[src/rtl/reload_pkg.sv]
// Shared types and defaults for the reload FIFO read path.
package reload_pkg;

  localparam int FIFO_WIDTH_DEF     = 32;
  localparam int CNT_WIDTH_DEF      = 16;
  localparam int TIMEOUT_CYCLES_DEF = 1024;

  typedef enum logic [1:0] {
    ST_IDLE = 2'd0,
    ST_RUN  = 2'd1,
    ST_DONE = 2'd2
  } rd_state_e;

  // A word leaving the buffer this cycle frees its slot for the pop issued now,
  // which is what lets the stream sustain one word per cycle.
  function automatic logic credit_ok(input logic [1:0] occ, input logic inflight, input logic rd);
    logic [2:0] used;
    used = {1'b0, occ} + {2'b00, inflight};
    if (rd) begin
      used = used - 3'd1;
    end else begin
      used = used;
    end
    return (used < 3'd2);
  endfunction

endpackage

[src/rtl/reload_skid_buf.sv]
// Two-entry output buffer for the reload reader: occupancy tracking, valid/ready head.
module reload_skid_buf #(
  parameter int WIDTH = 32
) (
  input  logic             clk,
  input  logic             reset_n,
  input  logic             flush_i,
  input  logic             wr_en_i,
  input  logic [WIDTH-1:0] wr_data_i,
  input  logic             rd_ready_i,
  output logic             rd_valid_o,
  output logic [WIDTH-1:0] rd_data_o,
  output logic [1:0]       occ_o
);

  logic [WIDTH-1:0] ent0_q, ent0_d, ent1_q, ent1_d;
  logic             wr_ptr_q, wr_ptr_d;
  logic             rd_ptr_q, rd_ptr_d;
  logic [1:0]       occ_q, occ_d;
  logic             rd_fire_s;

  assign rd_fire_s = (occ_q != 2'd0) && rd_ready_i;

  always_comb begin
    ent0_d   = ent0_q;
    ent1_d   = ent1_q;
    wr_ptr_d = wr_ptr_q;
    rd_ptr_d = rd_ptr_q;
    occ_d    = occ_q;
    if (flush_i) begin
      wr_ptr_d = 1'b0;
      rd_ptr_d = 1'b0;
      occ_d    = 2'd0;
    end else begin
      if (wr_en_i) begin
        if (wr_ptr_q) begin
          ent1_d = wr_data_i;
        end else begin
          ent0_d = wr_data_i;
        end
        wr_ptr_d = ~wr_ptr_q;
      end else begin
        wr_ptr_d = wr_ptr_q;
      end
      if (rd_fire_s) begin
        rd_ptr_d = ~rd_ptr_q;
      end else begin
        rd_ptr_d = rd_ptr_q;
      end
      case ({wr_en_i, rd_fire_s})
        2'b10:   occ_d = occ_q + 2'd1;
        2'b01:   occ_d = occ_q - 2'd1;
        default: occ_d = occ_q;
      endcase
    end
  end

  always_ff @(posedge clk or negedge reset_n) begin
    if (!reset_n) begin
      ent0_q   <= {WIDTH{1'b0}};
      ent1_q   <= {WIDTH{1'b0}};
      wr_ptr_q <= 1'b0;
      rd_ptr_q <= 1'b0;
      occ_q    <= 2'd0;
    end else begin
      ent0_q   <= ent0_d;
      ent1_q   <= ent1_d;
      wr_ptr_q <= wr_ptr_d;
      rd_ptr_q <= rd_ptr_d;
      occ_q    <= occ_d;
    end
  end

  // Writes always target the non-head slot, so the head is stable while stalled.
  assign rd_valid_o = (occ_q != 2'd0);
  assign rd_data_o  = rd_ptr_q ? ent1_q : ent0_q;
  assign occ_o      = occ_q;

endmodule

[src/rtl/reload_fifo_reader.sv]
// Read-side master for reload_fifo: drains a programmed word count onto a valid/ready stream.
// Optional empty-stall watchdog and timeout_err port are built when RELOAD_RD_TIMEOUT_EN is defined.
module reload_fifo_reader
  import reload_pkg::*;
#(
  parameter int FIFO_WIDTH     = FIFO_WIDTH_DEF,
  parameter int CNT_WIDTH      = CNT_WIDTH_DEF,
  parameter int TIMEOUT_CYCLES = TIMEOUT_CYCLES_DEF
) (
  input  logic                  clk,
  input  logic                  reset_n,
  input  logic                  start,
  input  logic [CNT_WIDTH-1:0]  count,
  input  logic                  abort,
  output logic                  busy,
  output logic                  done,
  output logic                  fifo_rden,
  input  logic [FIFO_WIDTH-1:0] fifo_rddata,
  input  logic                  fifo_empty,
  output logic [FIFO_WIDTH-1:0] m_data,
  output logic                  m_valid,
  input  logic                  m_ready,
  output logic                  m_last
`ifdef RELOAD_RD_TIMEOUT_EN
  ,
  output logic                  timeout_err
`endif
);

  localparam logic [CNT_WIDTH-1:0] CNT_ZERO = {CNT_WIDTH{1'b0}};
  localparam logic [CNT_WIDTH-1:0] CNT_ONE  = {{(CNT_WIDTH-1){1'b0}}, 1'b1};

  rd_state_e             state_q, state_d;
  logic [CNT_WIDTH-1:0]  pop_left_q, pop_left_d;
  logic [CNT_WIDTH-1:0]  out_left_q, out_left_d;
  logic                  inflight_q, inflight_d;
  logic [1:0]            occ_s;
  logic                  buf_valid_s;
  logic [FIFO_WIDTH-1:0] buf_data_s;
  logic                  abort_s, pop_s, beat_s, wr_en_s, start_ok_s;

  assign beat_s     = buf_valid_s && m_ready;
  assign start_ok_s = (state_q == ST_IDLE) && start && !abort_s;
  assign pop_s      = (state_q == ST_RUN) && !fifo_empty && (pop_left_q != CNT_ZERO)
                      && credit_ok(occ_s, inflight_q, beat_s) && !abort_s;
  // An inflight word landing in the abort cycle is dropped, not returned to the FIFO.
  assign wr_en_s    = inflight_q && !abort_s;
  assign inflight_d = pop_s;

`ifdef RELOAD_RD_TIMEOUT_EN
  localparam int             TO_W     = $clog2(TIMEOUT_CYCLES + 1);
  localparam logic [TO_W-1:0] TO_LIMIT = TO_W'(TIMEOUT_CYCLES);
  localparam logic [TO_W-1:0] TO_ZERO  = {TO_W{1'b0}};
  localparam logic [TO_W-1:0] TO_ONE   = {{(TO_W-1){1'b0}}, 1'b1};

  logic [TO_W-1:0] stall_q, stall_d;
  logic            timeout_err_q, timeout_err_d;
  logic            timeout_hit_s;

  assign timeout_hit_s = (state_q == ST_RUN) && (stall_q == TO_LIMIT);
  assign abort_s       = abort || timeout_hit_s;
  assign timeout_err   = timeout_err_q;

  always_comb begin
    stall_d       = stall_q;
    timeout_err_d = timeout_err_q;
    if (start_ok_s) begin
      stall_d       = TO_ZERO;
      timeout_err_d = 1'b0;
    end else if ((state_q != ST_RUN) || pop_s) begin
      stall_d       = TO_ZERO;
      timeout_err_d = timeout_err_q;
    end else if (fifo_empty && (pop_left_q != CNT_ZERO) && (stall_q != TO_LIMIT)) begin
      stall_d = stall_q + TO_ONE;
      if (stall_q == (TO_LIMIT - TO_ONE)) begin
        timeout_err_d = 1'b1;
      end else begin
        timeout_err_d = timeout_err_q;
      end
    end else begin
      stall_d       = stall_q;
      timeout_err_d = timeout_err_q;
    end
  end

  always_ff @(posedge clk or negedge reset_n) begin
    if (!reset_n) begin
      stall_q       <= TO_ZERO;
      timeout_err_q <= 1'b0;
    end else begin
      stall_q       <= stall_d;
      timeout_err_q <= timeout_err_d;
    end
  end
`else
  assign abort_s = abort;
`endif

  always_comb begin
    state_d    = state_q;
    pop_left_d = pop_left_q;
    out_left_d = out_left_q;
    case (state_q)
      ST_IDLE: begin
        if (start_ok_s) begin
          pop_left_d = count;
          out_left_d = count;
          if (count == CNT_ZERO) begin
            state_d = ST_DONE;
          end else begin
            state_d = ST_RUN;
          end
        end else begin
          state_d = ST_IDLE;
        end
      end
      ST_RUN: begin
        if (abort_s) begin
          state_d = ST_DONE;
        end else begin
          if (pop_s) begin
            pop_left_d = pop_left_q - CNT_ONE;
          end else begin
            pop_left_d = pop_left_q;
          end
          if (beat_s && (out_left_q != CNT_ZERO)) begin
            out_left_d = out_left_q - CNT_ONE;
            if (out_left_q == CNT_ONE) begin
              state_d = ST_DONE;
            end else begin
              state_d = ST_RUN;
            end
          end else begin
            out_left_d = out_left_q;
            state_d    = ST_RUN;
          end
        end
      end
      ST_DONE: begin
        state_d    = ST_IDLE;
        pop_left_d = CNT_ZERO;
        out_left_d = CNT_ZERO;
      end
      default: begin
        state_d    = ST_IDLE;
        pop_left_d = CNT_ZERO;
        out_left_d = CNT_ZERO;
      end
    endcase
  end

  always_ff @(posedge clk or negedge reset_n) begin
    if (!reset_n) begin
      state_q    <= ST_IDLE;
      pop_left_q <= CNT_ZERO;
      out_left_q <= CNT_ZERO;
      inflight_q <= 1'b0;
    end else begin
      state_q    <= state_d;
      pop_left_q <= pop_left_d;
      out_left_q <= out_left_d;
      inflight_q <= inflight_d;
    end
  end

  reload_skid_buf #(
    .WIDTH(FIFO_WIDTH)
  ) u_buf (
    .clk        (clk),
    .reset_n    (reset_n),
    .flush_i    (abort_s),
    .wr_en_i    (wr_en_s),
    .wr_data_i  (fifo_rddata),
    .rd_ready_i (m_ready),
    .rd_valid_o (buf_valid_s),
    .rd_data_o  (buf_data_s),
    .occ_o      (occ_s)
  );

  assign fifo_rden = pop_s;
  assign busy      = (state_q != ST_IDLE);
  assign done      = (state_q == ST_DONE);
  assign m_valid   = buf_valid_s;
  assign m_data    = buf_data_s;
  assign m_last    = buf_valid_s && (out_left_q == CNT_ONE);

endmodule
[config.mk]
export PLATFORM = sky130hd
export DESIGN_NAME = reload_fifo_reader
export DESIGN_NICKNAME = d
export VERILOG_FILES = /design/src/rtl/reload_pkg.sv /design/src/rtl/reload_skid_buf.sv /design/src/rtl/reload_fifo_reader.sv
export SDC_FILE = /design/constraint.sdc
export NUM_CORES = 1
export LEC_CHECK = 0
export ABC_AREA = 1
export BUFFER_PORTS_ARGS = -buffer_cell sky130_fd_sc_hd__buf_4
export CAP_MARGIN = 10
export CORE_ASPECT_RATIO = 2
export CORE_MARGIN = 1
export CORE_UTILIZATION = 60
export CTS_CLUSTER_SIZE = 10
export DETAILED_ROUTE_END_ITERATION = 10
export GPL_TIMING_DRIVEN = 0
export PLACE_DENSITY = 0.84
export SLEW_MARGIN = 20
export SYNTH_ARGS = -nofsm -noshare
export SYNTH_HDL_FRONTEND = slang
export SYNTH_SLANG_ARGS = --single-unit
[constraint.sdc]
create_clock -name clk -period 4.5 [get_ports clk]
set_input_delay 0.675 -clock clk [delete_from_list [all_inputs] [get_ports clk]]
set_output_delay 0.675 -clock clk [all_outputs]
set_load 0.03 [all_outputs]
==> flow_summary.yaml, run 1 <==
detailed_routing:
  drcViolationCount: 14
  routed_via_density: 5.51
  drt_iter0_markers: 429
  dr.pass1.iters: 8
  vias: 5611
  routedWlPerCell_um: 15.4
  routed_wl_um: 15700
  antenna_left: 0
synthesis:
  synth_seq_cells: 103
  netlist_area_mm2: 0.00567
  yosys.area.top_type_share_pct: 45.5
  yosysMostFrequentCell: "nand2_1"
  postSynthNetCount: 872
  synth_edf_count: 0
  synthCells: 811
  seq_area_frac_synth_pct: 45.5
  synthTopCellsByArea: "dfrtp_1, nand2_1, o21ai_0, inv_1, nand3_1"
  synth_cell_types: 32
  async_flop_share_pct: 100
  synthTopCellsByCount: "nand2_1, dfrtp_1, o21ai_0, inv_1, nand3_1"
  synthFlopType: "dfrtp_1"
  syn_avg_cell_area_um2: 6.99
  yosysWarnings: 0
  yosys.area.top_type: "dfrtp_1"
die:
  core_mm2: 0.00907
  placementRows: 49
  start_util_pct: 62.5
  die_x_um: 70.7
  dieArea_mm2: 0.00987
  io_pins: 91
  die_height_um: 139
timing:
  rsz0062_at_grt: "false"
  worstMarginPinSlew_ps: 954
  max-slew-margin-rel_pct: 36.4
  finalCritPeriodShare_pct: 64.9
  fmax_ghz: 0.342
  setup_viol: 0
  finalClockSkew_ps: 5.58
  period_minus_slack_ps: 2920
  finalHoldViolations: 0
  fin_setup_tns_ps: 0
  slew_violations: 0
clocking:
  insertion_delay_ps: 340
  clock-sinks: 103
  clock_path_buffers: 2
  cts_buffers: 9
  cts_setup_buffers: 0
  cts_resized: 0
  root_buffer: "clkbuf_16"
  clk_pin_slew_ps: 70
  cts_hold_buf: 0
  cts_tree: "yes"
  htreeDepth: 3
setup_path:
  start_kind: "flop"
  cp_max_fo: 5
  path_class: "flop to primary output"
  critical_path_arrival_ps: 2250
  cp.required_ps: 3830
  critPathCaptureType: "primary output"
layout:
  diodes: 0
  final_cells: 1019
  syn_to_final_growth_pct: 19.4
  fill_cells: 746
  final_nets: 973
  multiInputGateArea_mm2: 0.00264
  ff_latch_area_mm2: 0.00258
  drive_above_1_share_pct: 15.3
global_routing:
  grt_pass1_wl_um: 25100
  grt_max_degree: 104
  track_usage_pct: 32.8
  grt_pass1_vias: 5551
  antenna_found_initial: 0
  grt_overflow: 0
flow_run:
  cap_violations: 0
status:
  violations: "DRC"
  status: "complete, but fails checks"
place:
  place_congestion: 0.991
  io_buffer_count: 90
  placed_cells: 1003
  hpwl_um: 12000
power:
  power.density_mw_per_mm2: 602
  ir_worst_vdd_v: 0.000334
  leakagePower_nw: 3.74
  total_power_mw: 4.07
worst_hold_path:
  hold_class: "input pin to async pin"
==> worst max-delay path: stages, from the launching register on <==
cell     delay [ps]
dfrtp_1         430
ha_1            210
ha_1            290
inv_1            40
ha_1            270
inv_1            40
nand3_1          70
nand3_1         100
nor2_2          100
nand2_2          70
inv_1           110
buf_4           170
==> layout by cell type (no fill, tap or decap), drive strengths merged, types with 2 or more instances in the layout <==
master	count
nor4	2
o21bai	2
dfrtp	103
nand3	58
a21oi	7
nand4	4
ha	7
o21ai	85
nand2	361
clkbuf	31
nor2	56
inv	85
clkinv	5
nor3	4
o22ai	4
buf	98
==> per-stage QoR <==
stage | hold WS, ps | utilization, % | cell area [um2] | setup slack [ps]
after floorplan | 379 | - | 5670 | 2120
after global placement | 466 | 71.3 | 6470 | 2010
after detailed placement | 473 | 71.4 | 6480 | 1950
after CTS | 480 | 74.6 | 6770 | 1570
after global routing | 505 | 74.6 | 6770 | 1490
final | 435 | 74.6 | 6770 | 1580
==> registers in the layout (all words and copies together) (netlist names) <==
| register | count |
|---|---|
| pop_left_q | 16 |
| u_buf.rd_ptr_q | 1 |
| state_q | 2 |
| u_buf.occ_o | 2 |
| out_left_q | 16 |
| u_buf.wr_ptr_q | 1 |
| inflight_q | 1 |
| u_buf.ent1_q | 32 |
| u_buf.ent0_q | 32 |
==> final cells by class <==
class,count,area share [%]
clock inverter,6,0.758
tap,102,1.89
inverter,84,4.66
sequential,103,38.1
timing repair buffer,90,10.0
multi-input combinational,595,38.9
clock buffer,10,3.53
buffer,29,2.11
==> kinds of logic after synthesis <==
kind of cell / share of synthesized area, %
adders and majority gates: 1.54
DFF: 45.5
and+or+nand+nor: 35.3
AOI/OAI and AO/OA: 9.36
xor gates and xnor gates: 0.309
buffers and inverters: 8.08
==> layer usage <==
metal	global-route usage, %	routed length [um]	vias to the layer above
met5	0	0	-
met4	18.5	716	0
met3	4.49	690	50
met2	63.9	8910	215
met1	31.5	5350	2610
li1	-	-	2736
==> final timing paths <==
check	depth (start not counted)	endpoint	slack [ps]	startpoint
max in group asynchronous	1	out_left_q[14]$_DFFE_PN0P_	3410	reset_n
setup / recovery	11	fifo_rden	1580	u_buf.occ_o[0]$_DFFE_PN0P_
hold / removal	1	u_buf.ent0_q[4]$_DFFE_PN0P_	430	reset_n
setup reg to reg	13	pop_left_q[1]$_DFFE_PN0P_	2220	u_buf.occ_o[0]$_DFFE_PN0P_
min in group clk	2	u_buf.ent0_q[20]$_DFFE_PN0P_	490	u_buf.ent0_q[20]$_DFFE_PN0P_
hold reg to reg	2	u_buf.ent0_q[20]$_DFFE_PN0P_	490	u_buf.ent0_q[20]$_DFFE_PN0P_
==> where the power goes <==
part / switching, mW / leakage [nW] / internal, mW
Sequential: 0.261 / 1.35 / 1.22
Clock: 0.364 / 0.145 / 0.399
Combinational: 1.20 / 2.24 / 0.630
No activity file was read; power rests on OpenSTA's default activity.
==> run 2: changes to the inputs <==
Settings changed: CORE_UTILIZATION 60 to 52, PLACE_DENSITY 0.84 to 0.77.
Clock period 4.5 ns to 2.4 ns, I/O delays scaled along.
==> run 2 against run 1 <==
Against the previous run:
- sequential cell count is the same
- the run now ends clean
- count of clock-buffer cells in the layout fell by 1
- sequential share of layout area shrank 0.63 points
- highest routed layer unchanged
- register-to-register slack worse by 1900 ps
- combinational power grew 85%
- final area up 1.7%
- critical path type unchanged
- largest power group unchanged
- via count fell by 4.3%
- wire length fell by 5.8%
- core utilization is 9.3 points lower
- critical endpoint unchanged
- global-route usage down 4.8 points
==> flow_summary.yaml, run 2 (synthesis results as in run 1) <==
timing:
  fmax_ghz: 0.419
  hold_slack_ps: 84.2
  max-slew-margin-rel_pct: 35.7
  finalCritPeriodShare_pct: 99.3
  fin_setup_tns_ps: 0
  worstMarginPinSlew_ps: 965
  finalClockSkew_ps: 6.44
  slew_violations: 0
  setup_viol: 0
  finalHoldViolations: 0
  rsz0062_at_grt: "true"
  period_minus_slack_ps: 2380
setup_path:
  path_class: "flop to primary output"
  critical_path_arrival_ps: 2020
  worstPathCellList: "ha_4, ha_4, inv_2, ha_4, nand2_2, nand2_1, nand2_1, nand2_1, nor2_2, nand2_2, inv_2, buf_6"
  cp.required_ps: 2040
  cp_slowest_stage_delay_ps: 420
  cp_max_fo: 2
  critPathCaptureType: "primary output"
  start_kind: "flop"
  cp_slowest_cell: "dfrtp_1"
clocking:
  insertion_delay_ps: 350
  cts_hold_buf: 0
  cts_tree: "yes"
  root_buffer: "clkbuf_16"
  htreeDepth: 3
  clock-sinks: 103
  cts_buffers: 9
  clock_path_buffers: 2
  clk_pin_slew_ps: 70
layout:
  fin_area_mm2: 0.00688
  syn_to_final_growth_pct: 21.4
  final_nets: 975
  final_cell_mix: "nand2_1, dfrtp_1, buf_4"
  diodes: 0
  top_regs: "u_buf.ent0_q x32, u_buf.ent1_q x32"
  post-route-util_pct: 65.3
  layout_commonest_cell: "nand2_1"
  drive_above_1_share_pct: 16.4
  fill_cells: 987
die:
  die_x_um: 75.8
  start_util_pct: 53.8
  die_height_um: 150
  placementRows: 53
  io_pins: 91
  dieArea_mm2: 0.0114
  core_mm2: 0.0105
detailed_routing:
  routed_wl_um: 14800
  vias: 5370
  drcViolationCount: 0
  routed_via_density: 5.09
  routedWlPerCell_um: 14.0
  antenna_left: 0
  dr.pass1.iters: 5
  drt_iter0_markers: 265
global_routing:
  antenna_found_initial: 0
  grt_pass1_vias: 5141
  grt_pass1_wl_um: 23800
  grt_overflow: 0
  track_usage_pct: 28.0
  grt_max_degree: 104
power:
  ir_worst_vdd_v: 0.000482
  leakagePower_nw: 3.74
  total_power_mw: 7.57
  power.density_mw_per_mm2: 1100
flow_run:
  cap_violations: 0
status:
  status: "complete, no violations"
worst_hold_path:
  hold_class: "input pin to async pin"
place:
  place_congestion: 0.915
  hpwl_um: 11100
  place_area_mm2: 0.00652
  io_buffer_count: 90
[run 2: changes by cell type in the layout (fill, tap and decap cells not counted), moves of 3 or more]
cell	change
clkinv_4	-3
ha_4	+3
inv_2	+3
ha_1	-3
inv_1	-3
[run 2: layout make-up]
class                           count  area [um2]  share of cell area [%]
Clock inverter                      7        66.3                   0.964
Multi-Input combinational cell    595        2690                    39.0
Buffer                             29         143                    2.07
Sequential cell                   103        2580                    37.5
Tap cell                          137         171                    2.49
Inverter                           84         315                    4.58
Clock buffer                        9         225                    3.27
Timing Repair Buffer               92         698                    10.1
[run 2: where the power goes]
part           total [mW]  switching [mW]  leakage [nW]  internal (mW)
registers            2.75           0.467          1.35           2.28
logic                3.38            2.17          2.25           1.21
clock network        1.44           0.708         0.142          0.730
total                7.57            3.35          3.74           4.22
[run 2: final timing paths]
kind	startpoint	to	slack (ps)	cells after the start
min in group clk	fifo_rddata[17]	u_buf.ent0_q[17]$_DFFE_PN0P_	290	3
worst max register to register	u_buf.occ_o[0]$_DFFE_PN0P_	pop_left_q[1]$_DFFE_PN0P_	290	14
max in group asynchronous	reset_n	out_left_q[6]$_DFFE_PN0P_	1630	1
worst max-delay path	u_buf.occ_o[0]$_DFFE_PN0P_	fifo_rden	20	12
worst min-delay path	reset_n	u_buf.ent1_q[9]$_DFFE_PN0P_	80	1
worst min register to register	out_left_q[1]$_DFFE_PN0P_	out_left_q[1]$_DFFE_PN0P_	480	2
[run 2: timing repair]
action	in CTS	in global routing
hold endpoints to repair	0	0
pin swaps	6	5
setup buffers	2	0
endpoints found under the setup margin	1	1
resized for setup	9	2
[run 2: metal layers]
metal  wire length [um]  vias up  track usage, %  share of wire (%)
met5                  0        -               0                  0
met4                660        0            15.8                4.5
met3                525       36            3.77                3.6
met2               8150      141            51.4                 55
met1               5430     2454            28.9                 37
li1                   -     2739               -                  -
[run 2: per-stage QoR]
stage,setup slack [ps],instances
CTS,-39.4,1056
floorplan,332,811
finish,15.8,1056
detailed placement,149,1038
global placement,182,1038
global route,-76.5,1056
[run 2: worst max-delay path: cells and delay by family (launching register included)]
kind	cells	cell delay (ps)
buf+inv	3	250
flops	1	420
fa+ha+maj	3	590
simple gates	6	410
